[src/rtl/score_pkg.sv]
// Shared types and constants for the Pong score BCD scheduler.
package score_pkg;

    localparam int BIN_W = 8;
    localparam int BCD_W = 12;

    localparam logic P1 = 1'b0;
    localparam logic P2 = 1'b1;

    typedef enum logic {
        IDLE    = 1'b0,
        CONVERT = 1'b1
    } state_t;

    // A converter result is only trustworthy if every nibble is a decimal digit.
    function automatic logic bcd_has_bad_nibble(input logic [BCD_W-1:0] bcd);
        logic bad;
        bad = 1'b0;
        for (int i = 0; i < BCD_W / 4; i++) begin
            if (bcd[4*i +: 4] > 4'd9) begin
                bad = 1'b1;
            end
        end
        return bad;
    endfunction

endpackage

[src/rtl/refresh_timer.sv]
// Free-running wrap counter that emits a one-cycle tick every REFRESH_CYCLES clocks.
module refresh_timer #(
    parameter int unsigned REFRESH_CYCLES = 1000000
) (
    input  logic clk,
    input  logic rst,
    output logic tick
);

    localparam int unsigned CNT_W   = (REFRESH_CYCLES > 1) ? $clog2(REFRESH_CYCLES) : 1;
    localparam bit          ENABLED = (REFRESH_CYCLES != 0);
    localparam logic [CNT_W-1:0] LAST =
        ENABLED ? CNT_W'(REFRESH_CYCLES - 1) : '0;

    logic [CNT_W-1:0] cnt_q;
    logic [CNT_W-1:0] cnt_d;
    logic             wrap;

    assign wrap = (cnt_q == LAST);

    // A disabled timer keeps its counter parked at zero and never ticks.
    always_comb begin
        cnt_d = cnt_q + 1'b1;
        if (!ENABLED || wrap) begin
            cnt_d = '0;
        end
    end

    always_ff @(posedge clk or posedge rst) begin
        if (rst) begin
            cnt_q <= '0;
        end else begin
            cnt_q <= cnt_d;
        end
    end

    assign tick = ENABLED && wrap;

endmodule

[src/rtl/score_bcd_scheduler.sv]
// Time-shares one external binary-to-BCD converter between both player scores,
// serving requests and periodic refreshes in round-robin order.
module score_bcd_scheduler
    import score_pkg::*;
#(
    parameter int unsigned REFRESH_CYCLES = 1000000
) (
    input  logic             clk,
    input  logic             rst,
    input  logic [1:0]       req,
    input  logic [BIN_W-1:0] score_p1,
    input  logic [BIN_W-1:0] score_p2,
    output logic [BIN_W-1:0] conv_bin,
    input  logic [BCD_W-1:0] conv_bcd,
    output logic [BCD_W-1:0] bcd_p1,
    output logic [BCD_W-1:0] bcd_p2,
    output logic [1:0]       done,
    output logic             busy,
    output logic             bcd_err
);

    logic tick;

    refresh_timer #(
        .REFRESH_CYCLES(REFRESH_CYCLES)
    ) u_refresh_timer (
        .clk  (clk),
        .rst  (rst),
        .tick (tick)
    );

    state_t           state_q;
    logic [1:0]       pending_q;
    logic [1:0]       pending_d;
    logic [1:0]       clear;
    logic             rr_ptr_q;
    logic             grant_q;
    logic             pick;
    logic [BIN_W-1:0] conv_bin_q;
    logic [BCD_W-1:0] bcd_p1_q;
    logic [BCD_W-1:0] bcd_p2_q;
    logic [1:0]       done_q;
    logic             busy_q;
    logic             bcd_err_q;

    // A fresh request on the capture edge wins over the clear, so the player is re-served.
    always_comb begin
        clear = 2'b00;
        if (state_q == CONVERT) begin
            clear[grant_q] = 1'b1;
        end
        pending_d = (pending_q & ~clear) | req | {2{tick}};

        pick = P1;
        if (pending_q == 2'b11) begin
            pick = rr_ptr_q;
        end else if (pending_q[P2]) begin
            pick = P2;
        end
    end

    always_ff @(posedge clk or posedge rst) begin
        if (rst) begin
            state_q    <= IDLE;
            pending_q  <= 2'b00;
            rr_ptr_q   <= P1;
            grant_q    <= P1;
            conv_bin_q <= '0;
            bcd_p1_q   <= '0;
            bcd_p2_q   <= '0;
            done_q     <= 2'b00;
            busy_q     <= 1'b0;
            bcd_err_q  <= 1'b0;
        end else begin
            pending_q <= pending_d;
            done_q    <= 2'b00;
            case (state_q)
                IDLE: begin
                    if (|pending_q) begin
                        grant_q    <= pick;
                        conv_bin_q <= (pick == P2) ? score_p2 : score_p1;
                        busy_q     <= 1'b1;
                        state_q    <= CONVERT;
                    end
                end
                CONVERT: begin
                    if (grant_q == P2) begin
                        bcd_p2_q <= conv_bcd;
                    end else begin
                        bcd_p1_q <= conv_bcd;
                    end
                    done_q[grant_q] <= 1'b1;
                    rr_ptr_q        <= ~grant_q;
                    if (bcd_has_bad_nibble(conv_bcd)) begin
                        bcd_err_q <= 1'b1;
                    end
                    busy_q  <= 1'b0;
                    state_q <= IDLE;
                end
                default: begin
                    state_q <= IDLE;
                end
            endcase
        end
    end

    assign conv_bin = conv_bin_q;
    assign bcd_p1   = bcd_p1_q;
    assign bcd_p2   = bcd_p2_q;
    assign done     = done_q;
    assign busy     = busy_q;
    assign bcd_err  = bcd_err_q;

endmodule

[config.mk]
export PLATFORM = sky130hd
export DESIGN_NAME = score_bcd_scheduler
export DESIGN_NICKNAME = d
export VERILOG_FILES = /design/src/rtl/score_pkg.sv /design/src/rtl/refresh_timer.sv /design/src/rtl/score_bcd_scheduler.sv
export SDC_FILE = /design/constraint.sdc
export NUM_CORES = 1
export LEC_CHECK = 0
export BUFFER_PORTS_ARGS = -buffer_cell sky130_fd_sc_hd__buf_4
export CORE_MARGIN = 5
export CORE_UTILIZATION = 45
export CTS_CLUSTER_SIZE = 24
export DETAILED_ROUTE_END_ITERATION = 8
export PLACE_DENSITY = 0.73
export SYNTH_ARGS = -nofsm -noshare
export SYNTH_HDL_FRONTEND = slang
export SYNTH_SLANG_ARGS = --single-unit
[constraint.sdc]
create_clock -name clk -period 5.3 [get_ports clk]
set_clock_uncertainty 0.2 [all_clocks]
set_input_delay 0.795 -clock clk [delete_from_list [all_inputs] [get_ports clk]]
set_output_delay 0.795 -clock clk [all_outputs]
set_load 0.005 [all_outputs]
* Word level (Yosys, flattened, before mapping)
Cells that the tools add are included.
** Cells by class
- Add/subtract/negate cells :: 1
- Order comparisons :: 5
- Equality and inequality tests :: 3
- Muxes and demuxes :: 15
- Bitwise logic cells :: 6
- Reduce and logical (&&, ||, !) cells :: 6
** Operators with widths (number)
- $add 20x1->20 const B :: 1
- $eq 20x20->1 const B :: 1
- $mux 20 :: 1
- $gt 4x4->1 const B :: 3
- $mux 1 :: 9
- $mux 8 :: 1
- $reduce_and 2->1 :: 4
- $or 2x2->2 :: 2
- $pmux 1 s2 :: 2
- $and 2x2->2 :: 1
- $eq 2x2->1 const B :: 1
- $lt 1x2->1 const B :: 1
- $mux 2 :: 1
- $ne 2x2->1 const B :: 1
- $not 1->1 :: 2
- $not 2->2 :: 1
- $reduce_or 2->1 :: 1
- $demux 1 s1 :: 1
- $ge 1x1->1 const B :: 1
- $logic_and 1x1->1 :: 1
** Storage, ports and cells
- Register bits after elaboration :: 61
- Output and inout port bits :: 36
- Word-level logic and storage cells :: 47

* Depth between registers and ports, before layout
- Depth in word-level cells :: 9
- Depth in mapped cells :: 5

* Modules after synthesis
A second synthesis with hierarchy kept.
** Second synthesis, totals
- Cells, all modules :: 248
- Area total of the unflattened synthesis :: 2622.5 sq um
** By module, submodules not included
- score_bcd_scheduler :: times used 1, cells each 152, area each 1662.8 sq um
- refresh_timer :: times used 1, cells each 96, area each 959.7 sq um

* Worst setup path after synthesis
OpenSTA, ideal clock, no wires.
- Path kind :: register to register
- Start :: register u_refresh_timer.cnt_q[0]
- End :: register u_refresh_timer.cnt_q[18]
- Library setup time :: 0.123 ns
- Data arrival time :: 1.476 ns
- Data required time :: 4.977 ns
- Setup slack :: 3.501 ns
- Cell stages (with the launch flop) :: 6
- Path through :: dfrtp_1 > ha_1 > nand4_1 > nor4_4 > mux2i_1 > nor3_1
** Between the ends
- Word-level cells in the longest chain between the ends :: 2
- Elaborated cells between the ends (all ways) :: 3
** RTL lines
- from (decl) :: line refresh_timer.sv:15 : logic [CNT_W-1:0] cnt_q;
- from (signal assigned) :: line refresh_timer.sv:33 : cnt_q <= cnt_d;
- $add 20x1->20 or $eq 20x20->1 (tied branches) :: line refresh_timer.sv:23, refresh_timer.sv:19
- $mux 20 (*) :: line refresh_timer.sv:24 : if (!ENABLED || wrap) begin
- via u_refresh_timer.cnt_d[18] :: line refresh_timer.sv:16 : logic [CNT_W-1:0] cnt_d;
Mark *: on every way through the listed nets, which the timed path passes. The rest lies on a longest branch.
A chain may end at the register's enable or synchronous reset.

* Worst setup path after layout
- Start :: register u_refresh_timer.cnt_q[7]
- End :: register u_refresh_timer.cnt_q[3]
** Between the ends
- Word-level cells in the longest chain between the ends :: 2
** RTL lines
- $eq 20x20->1 :: line refresh_timer.sv:19 : assign wrap = (cnt_q == LAST);
- $mux 20 :: line refresh_timer.sv:24
- via u_refresh_timer.cnt_d[3] :: line refresh_timer.sv:16
The timed path passes the listed nets, and every way through them passes these cells.

==> PnR_summary.wiki <==
{| class="wikitable"
! Metric !! Value
|-
| FF-to-FF End || u_refresh_timer.cnt_q[3]
|-
| Power density over cell area || 480 nW/um2
|-
| Share of flip-flops with an asynchronous set or reset after synthesis || 100%
|-
| Worst max-slew margin expressed relative to the limit || 28.9%
|-
| Post-DP HPWL || 3810 um
|-
| Cell variety after synth || 35
|-
| Register-to-register setup slack || 3.34 ns
|-
| Port Buf Inserts || 67
|-
| Sum of negative setup slack || 0 ns
|-
| Routability cong. || 0.810
|-
| Detail Route Antenna Nets || 0
|-
| Crit-path cells || or4bb_1 > nor4_4 > nor2_1
|-
| Minimum clock period after layout || 1.96 ns
|-
| Root buffer cell || clkbuf_8
|-
| Commonest cells in the synthesized netlist || 61 x dfrtp_1, 24 x mux2_2, 15 x o21ai_0, 13 x nand2_1, 11 x nand3_1
|-
| Total global-route track usage || 15.0%
|-
| Post-synthesis sequential element count || 61
|-
| Result of the run || complete, no violations
|-
| Layout-stage area growth over the synthesis result || 29.0%
|-
| Total number of vias || 1820
|-
| Cell at the slowest stage of the critical path || or4bb_1
|-
| Worst hold start || bcd_err
|-
| Clock latency on the worst-skew pair || 0.32 ns
|-
| Proportion of netlist area held by the largest area contributor || 58.0%
|-
| Final Worst Setup Slack || 3.34 ns
|-
| Cts repair resizes || 0
|-
| Type of the most critical hold path || register to register
|-
| Transition time at the pin with the least slew margin || 1.07 ns
|-
| Kind of end point of the critical path || register
|-
| Die height || 86.5 um
|-
| Remaining Overflow, GRT || 0
|-
| Fraction of the yosys area taken by sequential cells || 58.0%
|-
| Proportion of layout cells with a drive suffix above 1 || 40.8%
|-
| Clock H-tree levels || 3
|-
| Number of global-route vias before repair || 1876
|-
| Critical Path Source Type || register
|-
| Final critical-path share of the clock period || 37.0%
|-
| Number of core rows || 27
|-
| Maximum clock insertion buffer count || 2
|-
| Largest net degree at the start of global routing || 62
|-
| Core occupancy in the finished layout || 60.5%
|-
| Core area || 5610 um2
|-
| Max stage delay on crit path || 0.57 ns
|-
| Final count of negative-setup-slack endpoints || 0
|-
| Max Clk Rate || 510 MHz
|-
| Number of warnings reported in the yosys synthesis log || 0
|-
| Required time of the critical path || 5.27 ns
|-
| Total Routed Length || 5170 um
|-
| Post-DR vias/cell || 5.04
|-
| Origin of the critical flop-to-flop path || u_refresh_timer.cnt_q[7]
|-
| Global-route wire length before repair || 8860 um
|-
| Antenna violations before repair || 0
|-
| Mean post-synth cell area || 12.6 um2
|-
| Number of remaining DRC errors || 0
|-
| CTS tree || built
|-
| Placement-stage worst setup slack || 3.34 ns
|-
| Worst vdd rail ir drop || 0.289 mV
|-
| Post-synth top area cell || dfrtp_1
|-
| Clk sinks || 61
|-
| Cell leakage power || 1.61 nW
|-
| Synthesized Nets || 242
|-
| Number of cells traversed by the worst register-to-register path || 3
|-
| Die Width || 86.5 um
|-
| Final number of hold-violating endpoints || 0
|-
| Initial core utilization || 46.9%
|-
| Num CTS Buffers || 9
|-
| Total of max-cap violations || 0
|-
| Ranking of synthesized cells by area || dfrtp_1 58%, mux2_2 10%, mux2i_1 3.8%
|-
| Clock transition at the registers of the reported paths || 0.07 ns
|-
| # Post-CTS Setup Buffers || 0
|-
| Routed WL per cell || 14.3 um
|-
| Capture endpoint of the worst hold path || bcd_err
|-
| Number of pins exceeding their max-slew limit in the final report || 0
|-
| Most instantiated library cell after synthesis || dfrtp_1
|-
| RSZ-0062 raised after global routing || no
|-
| Worst EP arrival || 1.93 ns
|-
| Hold buffer count at CTS || 0
|-
| Initial DRT Pass Iterations || 5
|-
| Number of diodes || 0
|-
| Die Outline Area || 7480 um2
|-
| Cell area after synthesis || 2630 um2
|-
| Final nets || 317
|-
| Most common flop cell mapped by yosys || dfrtp_1
|-
| Cells after synthesis || 209
|-
| Worst hold path stage count || 1
|-
| Number of enable flip-flop cells after synthesis || 0
|-
| Critical Setup Path Class || register to register
|-
| Top fanout value on the critical path || 10
|-
| # IOs || 68
|-
| Count of routing violations after the opening detailed-route iteration || 69
|}
## critical path, delay by kind of cell, from the launching register on
family           cells  cell delay [ns]
and+or+nand+nor      3             1.14
DFF                  1             0.46
## layout by cell type, fill, tap and decap left out
cell type   count
clkbuf_8       11
nor4b_1         1
nor4_4          3
xnor2_1         9
clkinvlp_4      1
a21oi_1         3
o21bai_1        1
nor2_1         10
inv_1           9
a211o_1         2
xor2_1          5
nand4_4         2
nor4_1          3
ha_1            1
nor3_1          3
clkbuf_1        1
nand2b_1        1
and2_1          1
nand3b_1        1
a31o_2          1
a21o_1          1
and3_1          2
mux2_2         24
nand4_1         5
mux2i_1        10
nand2_1        13
or4bb_1         1
nand3_1        11
and3_4          1
nand4_2         1
buf_4          68
nor2b_1         1
dfrtp_1        61
inv_2           1
o21ai_2         1
clkinv_2        3
nor3_2          1
o21ai_0        15
## metal layers
layer,part of all wire [%],vias up,GRT usage [%],routed length (um)
li1,-,889,-,-
met1,45,882,19.1,2300
met2,48,43,23.2,2470
met3,6.9,6,5.99,356
met4,0.87,0,5.52,45
met5,0,-,0,0
## where the power goes
group	internal, W	switching (W)
Combinational	0.000340	0.000225
Clock	0.000193	0.000166
Sequential	0.000622	0.0000837
Total	0.00115	0.000475
## registers in the layout (all words and copies together), names as in the netlist
name                   count
bcd_err                    1
bcd_p1                    12
bcd_p2                    12
busy                       1
conv_bin                   8
done                       2
grant_q                    1
pending_q                  2
rr_ptr_q                   1
state_q                    1
u_refresh_timer.cnt_q     20
## layout make-up
class	instances	area (um2)
well taps	72	90.1
multi-input cells	134	1050
clock inverters	4	22.5
inverters	10	37.5
clock buffers	12	155
fillers	486	2210
flip-flops and latches	61	1530
repair buffers	68	510
## metrics by stage
stage / cell area (um2) / cells / hold slack, ns / total power, W
after CTS: 3390 / 361 / 0.288 / 0.00166
after detailed placement: 3220 / 345 / 0.265 / 0.00129
after global routing: 3390 / 361 / 0.321 / 0.00175
after floorplan: 2630 / 209 / 0.251 / 0.000998
final: 3390 / 361 / 0.282 / 0.00163
after global placement: 3220 / 345 / 0.240 / 0.00128
## worst max-delay path by stage
stage / from / endpoint / slack (ns)
final: u_refresh_timer.cnt_q[7] / u_refresh_timer.cnt_q[3] / 3.34
after global routing: u_refresh_timer.cnt_q[1] / u_refresh_timer.cnt_q[3] / 3.18
after CTS: u_refresh_timer.cnt_q[7] / u_refresh_timer.cnt_q[3] / 3.31
after detailed placement: u_refresh_timer.cnt_q[0] / u_refresh_timer.cnt_q[18] / 3.34
after global placement: u_refresh_timer.cnt_q[8] / u_refresh_timer.cnt_q[16] / 3.37
after floorplan: rst / bcd_err / 2.79
## kinds of logic after synthesis
family          Yosys count  synth area share, %
mux                      34                 14.1
buf+inv                  14                 2.04
flops                    61                 58.0
xor+xnor                 14                 4.66
compound gates           24                 5.33
fa+ha+maj                 1                0.475
simple gates             61                 15.4
Note: power is estimated with default switching activity, not from simulation.
